[src/rtl/rx_frame_sync_pkg.sv]
// Shared encodings and helpers for the receive-chain frame synchroniser.
// rot_dibit is also used by the phase-ambiguity logic elsewhere in the receiver.
package rx_frame_sync_pkg;

  localparam logic MODE_BPSK = 1'b0;
  localparam logic MODE_QPSK = 1'b1;

  localparam logic [0:0] ST_HUNT    = 1'b0;
  localparam logic [0:0] ST_PAYLOAD = 1'b1;

  typedef struct packed {
    logic [7:0] data;
    logic       last;
    logic       user;
  } axis_byte_t;

  // Apply phase rotation Rk to a hard-decision dibit {I,Q}.
  function automatic logic [1:0] rot_dibit(input logic [1:0] k, input logic [1:0] dibit);
    case (k)
      2'd0:    rot_dibit = dibit;
      2'd1:    rot_dibit = {~dibit[0], dibit[1]};
      2'd2:    rot_dibit = ~dibit;
      default: rot_dibit = {dibit[0], ~dibit[1]};
    endcase
  endfunction

endpackage

[src/rtl/rx_frame_sync_corr.sv]
// One rotation candidate of the sync correlator: rotated shift register,
// Hamming distance to the sync word, threshold compare on the incoming symbol.
module rx_frame_sync_corr
  import rx_frame_sync_pkg::*;
#(
  parameter int unsigned       SYNC_W    = 32,
  parameter logic [SYNC_W-1:0] SYNC_WORD = SYNC_W'(32'h1ACF_FC1D),
  parameter int unsigned       ERR_W     = 4,
  parameter logic [1:0]        K         = 2'd0,
  localparam int unsigned      DIST_W    = $clog2(SYNC_W + 1)
) (
  input  logic              clk_1M024,
  input  logic              rst_1M024,
  input  logic              sym_valid,
  input  logic [1:0]        sym_data,
  input  logic              mode,
  input  logic [ERR_W-1:0]  sync_thresh,
  output logic              match_c,
  output logic [DIST_W-1:0] dist_c
);

  logic [SYNC_W-1:0] sr_q;
  logic [SYNC_W-1:0] sr_nxt;
  logic [1:0]        rot;

  always_comb begin
    rot = rot_dibit(K, sym_data);
    if (mode == MODE_QPSK) sr_nxt = {sr_q[SYNC_W-3:0], rot};
    else                   sr_nxt = {sr_q[SYNC_W-2:0], rot[1]};
  end

  always_ff @(posedge clk_1M024 or negedge rst_1M024) begin
    if (!rst_1M024)     sr_q <= '0;
    else if (sym_valid) sr_q <= sr_nxt;
  end

  // Distance is taken on the post-shift value so a match lands on the completing symbol.
  always_comb begin
    dist_c = '0;
    for (int i = 0; i < SYNC_W; i++) dist_c = dist_c + DIST_W'(sr_nxt[i] ^ SYNC_WORD[i]);
    match_c = sym_valid && (32'(dist_c) <= 32'(sync_thresh));
  end

endmodule

[src/rtl/rx_frame_sync.sv]
// Frame synchroniser and byte packer: sync hunt with phase-ambiguity resolution,
// de-rotation of payload symbols and a single-entry AXI-Stream byte output.
module rx_frame_sync
  import rx_frame_sync_pkg::*;
#(
  parameter int unsigned       SYNC_W    = 32,
  parameter logic [SYNC_W-1:0] SYNC_WORD = SYNC_W'(32'h1ACF_FC1D),
  parameter int unsigned       LEN_W     = 8,
  parameter int unsigned       ERR_W     = 4
) (
  input  logic             clk_1M024,
  input  logic             rst_1M024,
  input  logic             sym_valid,
  input  logic [1:0]       sym_data,
  input  logic             mode,
  input  logic [ERR_W-1:0] sync_thresh,
  input  logic [LEN_W-1:0] frame_len,
  output logic [7:0]       m_tdata,
  output logic             m_tvalid,
  input  logic             m_tready,
  output logic             m_tlast,
  output logic             m_tuser,
  output logic             locked,
  output logic [1:0]       rot_idx,
  output logic             sync_pulse,
  output logic             ovf
);

  localparam int unsigned DIST_W = $clog2(SYNC_W + 1);
  localparam int unsigned BIT_W  = 4;

  logic [3:0]        match_c;
  logic [DIST_W-1:0] corr_dist_unused [4];

  for (genvar k = 0; k < 4; k++) begin : g_corr
    rx_frame_sync_corr #(
      .SYNC_W   (SYNC_W),
      .SYNC_WORD(SYNC_WORD),
      .ERR_W    (ERR_W),
      .K        (2'(k))
    ) u_corr (
      .clk_1M024  (clk_1M024),
      .rst_1M024  (rst_1M024),
      .sym_valid  (sym_valid),
      .sym_data   (sym_data),
      .mode       (mode),
      .sync_thresh(sync_thresh),
      .match_c    (match_c[k]),
      .dist_c     (corr_dist_unused[k])
    );
  end

  logic [0:0]       state_q, state_nxt;
  logic             mode_q, mode_nxt;
  logic [LEN_W-1:0] len_q, len_nxt;
  logic [LEN_W-1:0] byte_q, byte_nxt;
  logic [BIT_W-1:0] bit_q, bit_nxt;
  logic [7:0]       acc_q, acc_nxt;
  axis_byte_t       out_q, out_nxt;
  logic [1:0]       rot_nxt, sel_k, rot_d;
  logic             valid_nxt, ovf_nxt, pulse_nxt, found, last_byte;

  always_ff @(posedge clk_1M024 or negedge rst_1M024) begin
    if (!rst_1M024) state_q <= ST_HUNT;
    else            state_q <= state_nxt;
  end

  always_comb begin
    state_nxt = state_q;
    mode_nxt  = mode_q;
    len_nxt   = len_q;
    rot_nxt   = rot_idx;
    byte_nxt  = byte_q;
    bit_nxt   = bit_q;
    acc_nxt   = acc_q;
    out_nxt   = out_q;
    valid_nxt = m_tvalid && !m_tready;
    ovf_nxt   = ovf;
    pulse_nxt = 1'b0;
    found     = 1'b0;
    sel_k     = 2'd0;
    rot_d     = rot_dibit(rot_idx, sym_data);
    last_byte = (byte_q == len_q - LEN_W'(1));

    // Lowest matching candidate wins; odd rotations are meaningless in BPSK.
    for (int k = 3; k >= 0; k--) begin
      if (match_c[k] && (mode == MODE_QPSK || (k % 2) == 0)) begin
        found = 1'b1;
        sel_k = 2'(k);
      end
    end

    case (state_q)
      ST_HUNT: begin
        if (found) begin
          rot_nxt   = sel_k;
          mode_nxt  = mode;
          len_nxt   = (frame_len == '0) ? LEN_W'(1) : frame_len;
          byte_nxt  = '0;
          bit_nxt   = '0;
          pulse_nxt = 1'b1;
          state_nxt = ST_PAYLOAD;
        end
      end
      default: begin
        if (sym_valid) begin
          if (mode_q == MODE_QPSK) begin
            acc_nxt = {acc_q[5:0], rot_d};
            bit_nxt = bit_q + BIT_W'(2);
          end else begin
            acc_nxt = {acc_q[6:0], rot_d[1]};
            bit_nxt = bit_q + BIT_W'(1);
          end
          if (bit_nxt == BIT_W'(8)) begin
            bit_nxt  = '0;
            byte_nxt = byte_q + LEN_W'(1);
            // A stalled pending byte keeps the slot; the new byte is lost but still counted.
            if (!m_tvalid || m_tready) begin
              out_nxt.data = acc_nxt;
              out_nxt.last = last_byte;
              out_nxt.user = (byte_q == '0);
              valid_nxt    = 1'b1;
            end else begin
              ovf_nxt = 1'b1;
            end
            if (last_byte) state_nxt = ST_HUNT;
          end
        end
      end
    endcase
  end

  always_ff @(posedge clk_1M024 or negedge rst_1M024) begin
    if (!rst_1M024) begin
      mode_q     <= MODE_BPSK;
      len_q      <= '0;
      byte_q     <= '0;
      bit_q      <= '0;
      acc_q      <= '0;
      out_q      <= '0;
      m_tvalid   <= 1'b0;
      ovf        <= 1'b0;
      sync_pulse <= 1'b0;
      locked     <= 1'b0;
      rot_idx    <= 2'd0;
    end else begin
      mode_q     <= mode_nxt;
      len_q      <= len_nxt;
      byte_q     <= byte_nxt;
      bit_q      <= bit_nxt;
      acc_q      <= acc_nxt;
      out_q      <= out_nxt;
      m_tvalid   <= valid_nxt;
      ovf        <= ovf_nxt;
      sync_pulse <= pulse_nxt;
      locked     <= (state_nxt == ST_PAYLOAD);
      rot_idx    <= rot_nxt;
    end
  end

  assign m_tdata = out_q.data;
  assign m_tlast = out_q.last;
  assign m_tuser = out_q.user;

endmodule

[config.mk]
export PLATFORM = sky130hd
export DESIGN_NAME = rx_frame_sync
export DESIGN_NICKNAME = d
export VERILOG_FILES = /design/src/rtl/rx_frame_sync_pkg.sv /design/src/rtl/rx_frame_sync_corr.sv /design/src/rtl/rx_frame_sync.sv
export SDC_FILE = /design/constraint.sdc
export NUM_CORES = 1
export LEC_CHECK = 0
export BUFFER_PORTS_ARGS = -buffer_cell sky130_fd_sc_hd__buf_2
export CORE_ASPECT_RATIO = 1.75
export CORE_MARGIN = 5
export CORE_UTILIZATION = 49
export DETAILED_ROUTE_END_ITERATION = 7
export GPL_TIMING_DRIVEN = 0
export PLACE_DENSITY = 0.77
export SETUP_SLACK_MARGIN = 0.4
export SYNTH_ARGS = -nofsm -noshare
export SYNTH_HDL_FRONTEND = slang
export SYNTH_SLANG_ARGS = --single-unit
[constraint.sdc]
create_clock -name clk_1M024 -period 6.05 [get_ports clk_1M024]
set_input_delay 1.21 -clock clk_1M024 [delete_from_list [all_inputs] [get_ports clk_1M024]]
set_output_delay 1.21 -clock clk_1M024 [all_outputs]
set_load 0.01 [all_outputs]
==> results of run 1 <==
-- worst max-delay path by stage --
stage          slack [ns]  cells after the start                     to
6_report            -1.91                     32  byte_q[0]$_DFFE_PN0P_
5_1_grt             -2.03                     32  byte_q[0]$_DFFE_PN0P_
4_1_cts             -1.83                     28   len_q[6]$_DFFE_PN0P_
3_5_place_dp        -2.75                     25   len_q[2]$_DFFE_PN0P_
3_3_place_gp        -2.61                     24     mode_q$_DFFE_PN0P_
2_1_floorplan       -1.70                     26   len_q[2]$_DFFE_PN0P_
-- logic make-up (layout without fill, tap and decap cells) --
| group | Yosys count | after routing | synth area share, % |
|---|---|---|---|
| AND/OR/NAND/NOR | 165 | 165 | 6.45 |
| XOR/XNOR | 22 | 22 | 1.65 |
| buffers and inverters | 179 | 277 | 6.08 |
| flip-flops | 168 | 168 | 36.1 |
| multiplexers | 207 | 207 | 19.4 |
| AO/OA/AOI/OAI | 151 | 151 | 8.21 |
| adder cells (fa/ha/maj) | 149 | 149 | 22.2 |
-- cells in the mapped netlist (3+ instances only) --
master	instances
nor2_1	79
o31ai_1	6
fa_1	96
ha_1	53
nand2_1	40
nor2b_1	3
inv_1	133
o21ai_0	27
clkbuf_1	23
xnor2_1	15
buf_2	11
dfrtp_1	168
nand3_1	5
mux2_4	7
a21oi_1	73
nor3_1	5
xor2_1	7
nand4_1	3
o21a_1	3
and2_1	7
mux2_2	121
a21o_1	5
mux2i_1	78
buf_1	10
o22ai_1	6
-- metrics by stage --
step           instance area (µm²)  setup WS [ns]  hold WS [ns]  instances
2_1_floorplan                11700          -1.70         0.449       1041
3_5_place_dp                 12300          -2.75         0.465       1380
5_1_grt                      13500          -2.03         0.495       1443
3_3_place_gp                 12300          -2.61         0.457       1379
4_1_cts                      13400          -1.83         0.480       1437
6_report                     13500          -1.91         0.471       1443
-- worst reg2reg max path: stages (launching register included) --
cell and delay, ns:
dfrtp_1 0.45, nor2_1 0.15, a21oi_2 0.07, ha_4 0.28, inv_2 0.04, fa_1 0.46, fa_1 0.51, inv_1 0.05
fa_1 0.48, inv_1 0.05, fa_1 0.46, fa_1 0.55, inv_2 0.05, fa_1 0.48, fa_2 0.40, fa_2 0.41
xor2_1 0.17, ha_1 0.33, and3b_2 0.25, a2111oi_4 0.18, o221a_2 0.29, a31oi_4 0.07, a21oi_4 0.20, buf_12 0.13
buf_12 0.13, mux2_4 0.30
-- cells in the final DEF, fill, tap and decap left out, types with 8 or more instances in the layout --
cell	instances
buf_4	22
mux2_4	8
mux2i_1	69
xnor2_1	15
dfrtp_1	168
mux2_2	120
clkbuf_1	25
clkbuf_16	17
o21ai_0	25
nand2_1	40
a21oi_1	69
buf_6	16
inv_1	129
ha_1	51
buf_2	37
nor2_1	77
fa_1	90
-- final cells by class --
class	instances	area share [%]
Clock buffer	20	3.30
Sequential cell	168	31.0
Timing Repair Buffer	66	4.04
Tap cell	304	2.81
Buffer	46	2.24
Multi-Input combinational cell	694	51.6
Clock inverter	12	1.24
Inverter	133	3.69
-- flip-flops by register name, summed over array words and instances, names as in the netlist, 2 cells and up --
signal / count
acc_q: 7
byte_q: 8
m_tdata: 8
g_corr.u_corr.sr_q: 124
bit_q: 4
rot_idx: 2
len_q: 8
-- per-layer routing --
metal	GRT usage, %	wire (µm)	vias up
li1	-	-	3675
met4	17.0	2580	0
met5	0	0	-
met1	21.5	9740	4207
met2	40.7	16100	278
met3	3.22	1040	145
-- timing repair --
item                       CTS  global route
gates cloned                 2             0
buffers inserted            23             6
pin swaps                   23            22
setup endpoints to repair   25            25
resized for setup           59            21
==> results_dict.tcl, run 1 <==
set metrics [dict create \
    arrival_ns 8.27 \
    regToRegStartpoint "g_corr[1].u_corr.sr_q[0]$_DFFE_PN0P_" \
    min_to "m_tdata[0]$_DFFE_PN0P_" \
    cp_top_family "adder cells" \
    startpoint_type "input pin" \
    dpl.hpwl_um 21300 \
    rows 74 \
    antenna_found_initial 0 \
    antennaDiodeCount 0 \
    synth_warnings 0 \
    path_class "in2reg" \
    rsz0062_at_grt "true" \
    n_fill_cell 1771 \
    path_clk_slew_ns 0.07 \
    ys_seq_area_share_pct 36.1 \
    grt_pass1_vias 9294 \
    layout_setup_ws_ns -1.91 \
    area.growth.synth_to_final_pct 16.1 \
    clk_latency_ns 0.44 \
    core_um2 23400 \
    drtAntennaViolNets 0 \
    htree_levels 4 \
    seq_area_um2 4200 \
    status "finished, violations left" \
    avgSynthCellArea_um2 11.2 \
    multi_input_area_um2 6990 \
    drive_gt1_share_pct 26.1 \
    cts_tree "built" \
    ys_types 69 \
    finalHoldViolations 0 \
    synth.largest_area_cell "dfrtp_1" \
    hold_path_class "reg2reg" \
    drtIter0Drc 327 \
    critPathBufInv 13 \
    routabilityCongestion 0.920 \
    maxSlewHeadroom_pct 54.3 \
    num_io_pins 35 \
    tns_ns -44.86 \
    routed_via_density 5.76 \
    layout_worst_path_cycle_share_pct 132 \
    grt_pass1_wl_um 47200 \
    critPathLaunch "mode" \
    r2r_cells 25 \
    drv_cap 0 \
    wl_per_cell_um 20.4 \
    syn_nets 1209 \
    synthCells 1041 \
    grt_start_max_net_pins 93 \
    crit_fanout 5 \
    critPathSlowestCell "fa_1" \
    cts_buffer_depth 2 \
    tightest_slew_ns 0.685 \
    synth_ff_type "dfrtp_1" \
    grtUsageTotal_pct 22.1 \
    setup_viol 25 \
    ys_top_cells_by_area "dfrtp_1 36%, fa_1 16%, mux2_2 12%" \
    regToRegEndpoint "len_q[2]$_DFFE_PN0P_" \
    die_w_um 127 \
    timing.final.crit_period_ns 7.96 \
    cts.sinks 168 \
    fin_skew_ns 0.0139 \
    drt_wl_total_um 29400 \
    place.port_buffers 34 \
    die_h_um 214 \
    synth_edf_count 0 \
    yosys_register_bits 168 \
    initial_core_util_pct 49.8 \
    async_flop_share_pct 100 \
    synth_top_area_share_pct 36.1 \
    slew_violations 0 \
    clock-root-buffer "clkbuf_16" \
    fin_nets 1294 \
    hold_buffers 0 \
    first_pass_iters 5 \
    critPathMostFrequentCell "fa_1" \
    crit_path_end_kind "flop" \
    syn_area_um2 11700 \
    crit_required_ns 6.35 \
    overflow 0 \
    regToRegSetupSlack_ns -0.99 \
    timing.hold.worst_path_depth 2 \
    drc 0 \
    hold_start "m_tdata[0]$_DFFE_PN0P_" \
    num_vias 8305 \
    cts_buffers 17 \
    worst_path_largest_cell_delay_ns 0.53 \
    utilization_pct 57.8 \
    fmax_ghz 0.126 \
    violations "negative setup slack" \
    die_area_um2 27100 \
]
Power of run 1 is not shown: default switching activity piles up to over one toggle a cycle in this logic, so the estimate is an artifact.
==> run 2: changes to the inputs <==
--- a/config.mk
+++ b/config.mk
@@ -6,12 +6,14 @@
 export NUM_CORES = 1
 export LEC_CHECK = 0
 export BUFFER_PORTS_ARGS = -buffer_cell sky130_fd_sc_hd__buf_2
+export CELL_PAD_IN_SITES_DETAIL_PLACEMENT = 0
+export CELL_PAD_IN_SITES_GLOBAL_PLACEMENT = 1
 export CORE_ASPECT_RATIO = 1.75
-export CORE_MARGIN = 5
-export CORE_UTILIZATION = 49
+export CORE_MARGIN = 4
+export CORE_UTILIZATION = 47
 export DETAILED_ROUTE_END_ITERATION = 7
 export GPL_TIMING_DRIVEN = 0
-export PLACE_DENSITY = 0.77
+export PLACE_DENSITY = 0.87
 export SETUP_SLACK_MARGIN = 0.4
 export SYNTH_ARGS = -nofsm -noshare
 export SYNTH_HDL_FRONTEND = slang
==> run 2 against run 1 <==
  * The run still ends with negative setup slack left
  * Routed wire length is 0.79% lower
  * Core utilization fell by 1.6 points
  * Fmax grew 3.5%
  * Cell count grew 0.97%
  * Via count is 4.4% lower
  * Critical path depth down 5
  * Register-to-register slack better by 0.12 ns
  * First-iteration DRC count grew 8.9%
  * Die area grew 1.4%
  * Clock skew fell by 0.0011 ns
  * Count of clock-buffer cells in the layout is 1 higher
  * Final area increased by 1.8%
  * Critical path type unchanged
  * Largest cell class unchanged
  * Highest routed layer unchanged
==> results_dict.tcl, run 2 (synthesized netlist as in run 1, its figures left out) <==
set metrics [dict create \
    status "finished, violations left" \
    violations "negative setup slack" \
    fin_skew_ns 0.0128 \
    dr_wl_met3_um 850 \
    critPathSlowestCell "fa_1" \
    dpl.hpwl_um 22200 \
    crit_required_ns 6.38 \
    cts.sinks 168 \
    die_w_um 127 \
    overflow 0 \
    hold_buffers 0 \
    cts_buffer_depth 2 \
    n_fill_cell 2040 \
    hold_start "ovf$_DFFE_PN0P_" \
    core_um2 24500 \
    tightest_slew_ns 0.831 \
    rsz0062_at_grt "true" \
    top_layer_used "met4" \
    path_class "in2reg" \
    layout_worst_path_cycle_share_pct 127 \
    htree_levels 4 \
    grt_pass1_wl_um 47500 \
    cts_buffers 17 \
    rows 76 \
    fin_area_um2 13800 \
    place.port_buffers 34 \
    r2r_cells 25 \
    drt_wl_total_um 29200 \
    tns_ns -39.09 \
    area.growth.synth_to_final_pct 18.2 \
    die_area_um2 27500 \
    utilization_pct 56.2 \
    arrival_ns 8.03 \
    drtIter0Drc 356 \
    antenna_found_initial 0 \
    grt_start_max_net_pins 106 \
    fmax_ghz 0.130 \
    initial_core_util_pct 47.5 \
    wl_per_cell_um 20.0 \
    cts_tree "built" \
    fin_nets 1300 \
    critPathBufInv 10 \
    drive_gt1_share_pct 27.8 \
    drc 0 \
    finalHoldViolations 0 \
    routed_via_density 5.45 \
    maxSlewHeadroom_pct 44.6 \
    grt_pass1_vias 8852 \
    path_clk_slew_ns 0.06 \
    drtAntennaViolNets 0 \
    largest_reg_flops 124 \
    worst_path_largest_cell_delay_ns 0.56 \
    post_dp_cell_area_um2 12300 \
    routabilityCongestion 0.885 \
    clock-root-buffer "clkbuf_16" \
    timing.final.crit_period_ns 7.70 \
    num_io_pins 35 \
    setup_viol 25 \
    slew_violations 0 \
    path_depth 27 \
    drt-met1-wl_um 9980 \
    critPathLaunch "mode" \
    wl_met2_um 16800 \
    die_h_um 216 \
    critPathMostFrequentCell "fa_1" \
    startpoint_type "input pin" \
    crit_fanout 10 \
    regToRegStartpoint "g_corr[1].u_corr.sr_q[0]$_DFFE_PN0P_" \
    place_ws_ns -2.77 \
    regMostFlops "g_corr.u_corr.sr_q" \
    drv_cap 0 \
    timing.hold.worst_path_depth 1 \
    hold_path_class "reg2reg" \
    layout_common_cells "168 x dfrtp_1, 127 x inv_1, 120 x mux2_2" \
    crit_path_end_kind "flop" \
    antennaDiodeCount 0 \
    first_pass_iters 4 \
    num_vias 7940 \
    cp_top_family "adder cells" \
    layout_setup_ws_ns -1.65 \
    final_common_cell "dfrtp_1" \
    clk_latency_ns 0.45 \
    grtUsageTotal_pct 22.7 \
]
[run 2: layer usage]
| layer | up-vias | track usage (%) |
|---|---|---|
| met3 | 68 | 3.28 |
| met2 | 157 | 42.2 |
| li1 | 3674 | - |
| met1 | 4041 | 23.5 |
| met4 | 0 | 13.8 |
| met5 | - | 0 |
[run 2: stage by stage]
| step | std cells | hold slack [ns] |
|---|---|---|
| global placement | 1387 | 0.456 |
| detailed placement | 1388 | 0.461 |
| CTS | 1452 | 0.479 |
| finish | 1457 | 0.473 |
| floorplan | 1041 | 0.449 |
| global route | 1457 | 0.493 |
[run 2: area by class of cell]
| cell class | instances | area, µm² | area share [%] |
|---|---|---|---|
| Buffer | 46 | 329 | 2.39 |
| Clock buffer | 21 | 470 | 3.41 |
| Clock inverter | 11 | 161 | 1.17 |
| Inverter | 133 | 499 | 3.62 |
| Multi-Input combinational cell | 694 | 7110 | 51.6 |
| Sequential cell | 168 | 4200 | 30.5 |
| Tap cell | 312 | 390 | 2.83 |
| Timing Repair Buffer | 72 | 613 | 4.45 |
[run 2: path summary, 6_finish.rpt]
kind | endpoint | slack, ns
worst min register to register | ovf$_DFFE_PN0P_ | 0.47
worst max-delay path | len_q[4]$_DFFE_PN0P_ | -1.65
worst min-delay path | ovf$_DFFE_PN0P_ | 0.47
max in group asynchronous | g_corr[1].u_corr.sr_q[10]$_DFFE_PN0P_ | 4.44
worst max register to register | len_q[4]$_DFFE_PN0P_ | -0.87
min in group asynchronous | m_tdata[6]$_DFFE_PN0P_ | 0.70
[run 2: timing repair]
action                                 4_1_cts  5_1_grt
endpoints found under the hold margin        0        0
gates cloned                                 2        0
pin swaps                                   27       28
resized for setup                           83       31
setup endpoints to repair                   25       25
buffers inserted                            30        5
Power of run 2 is left out for the same reason.
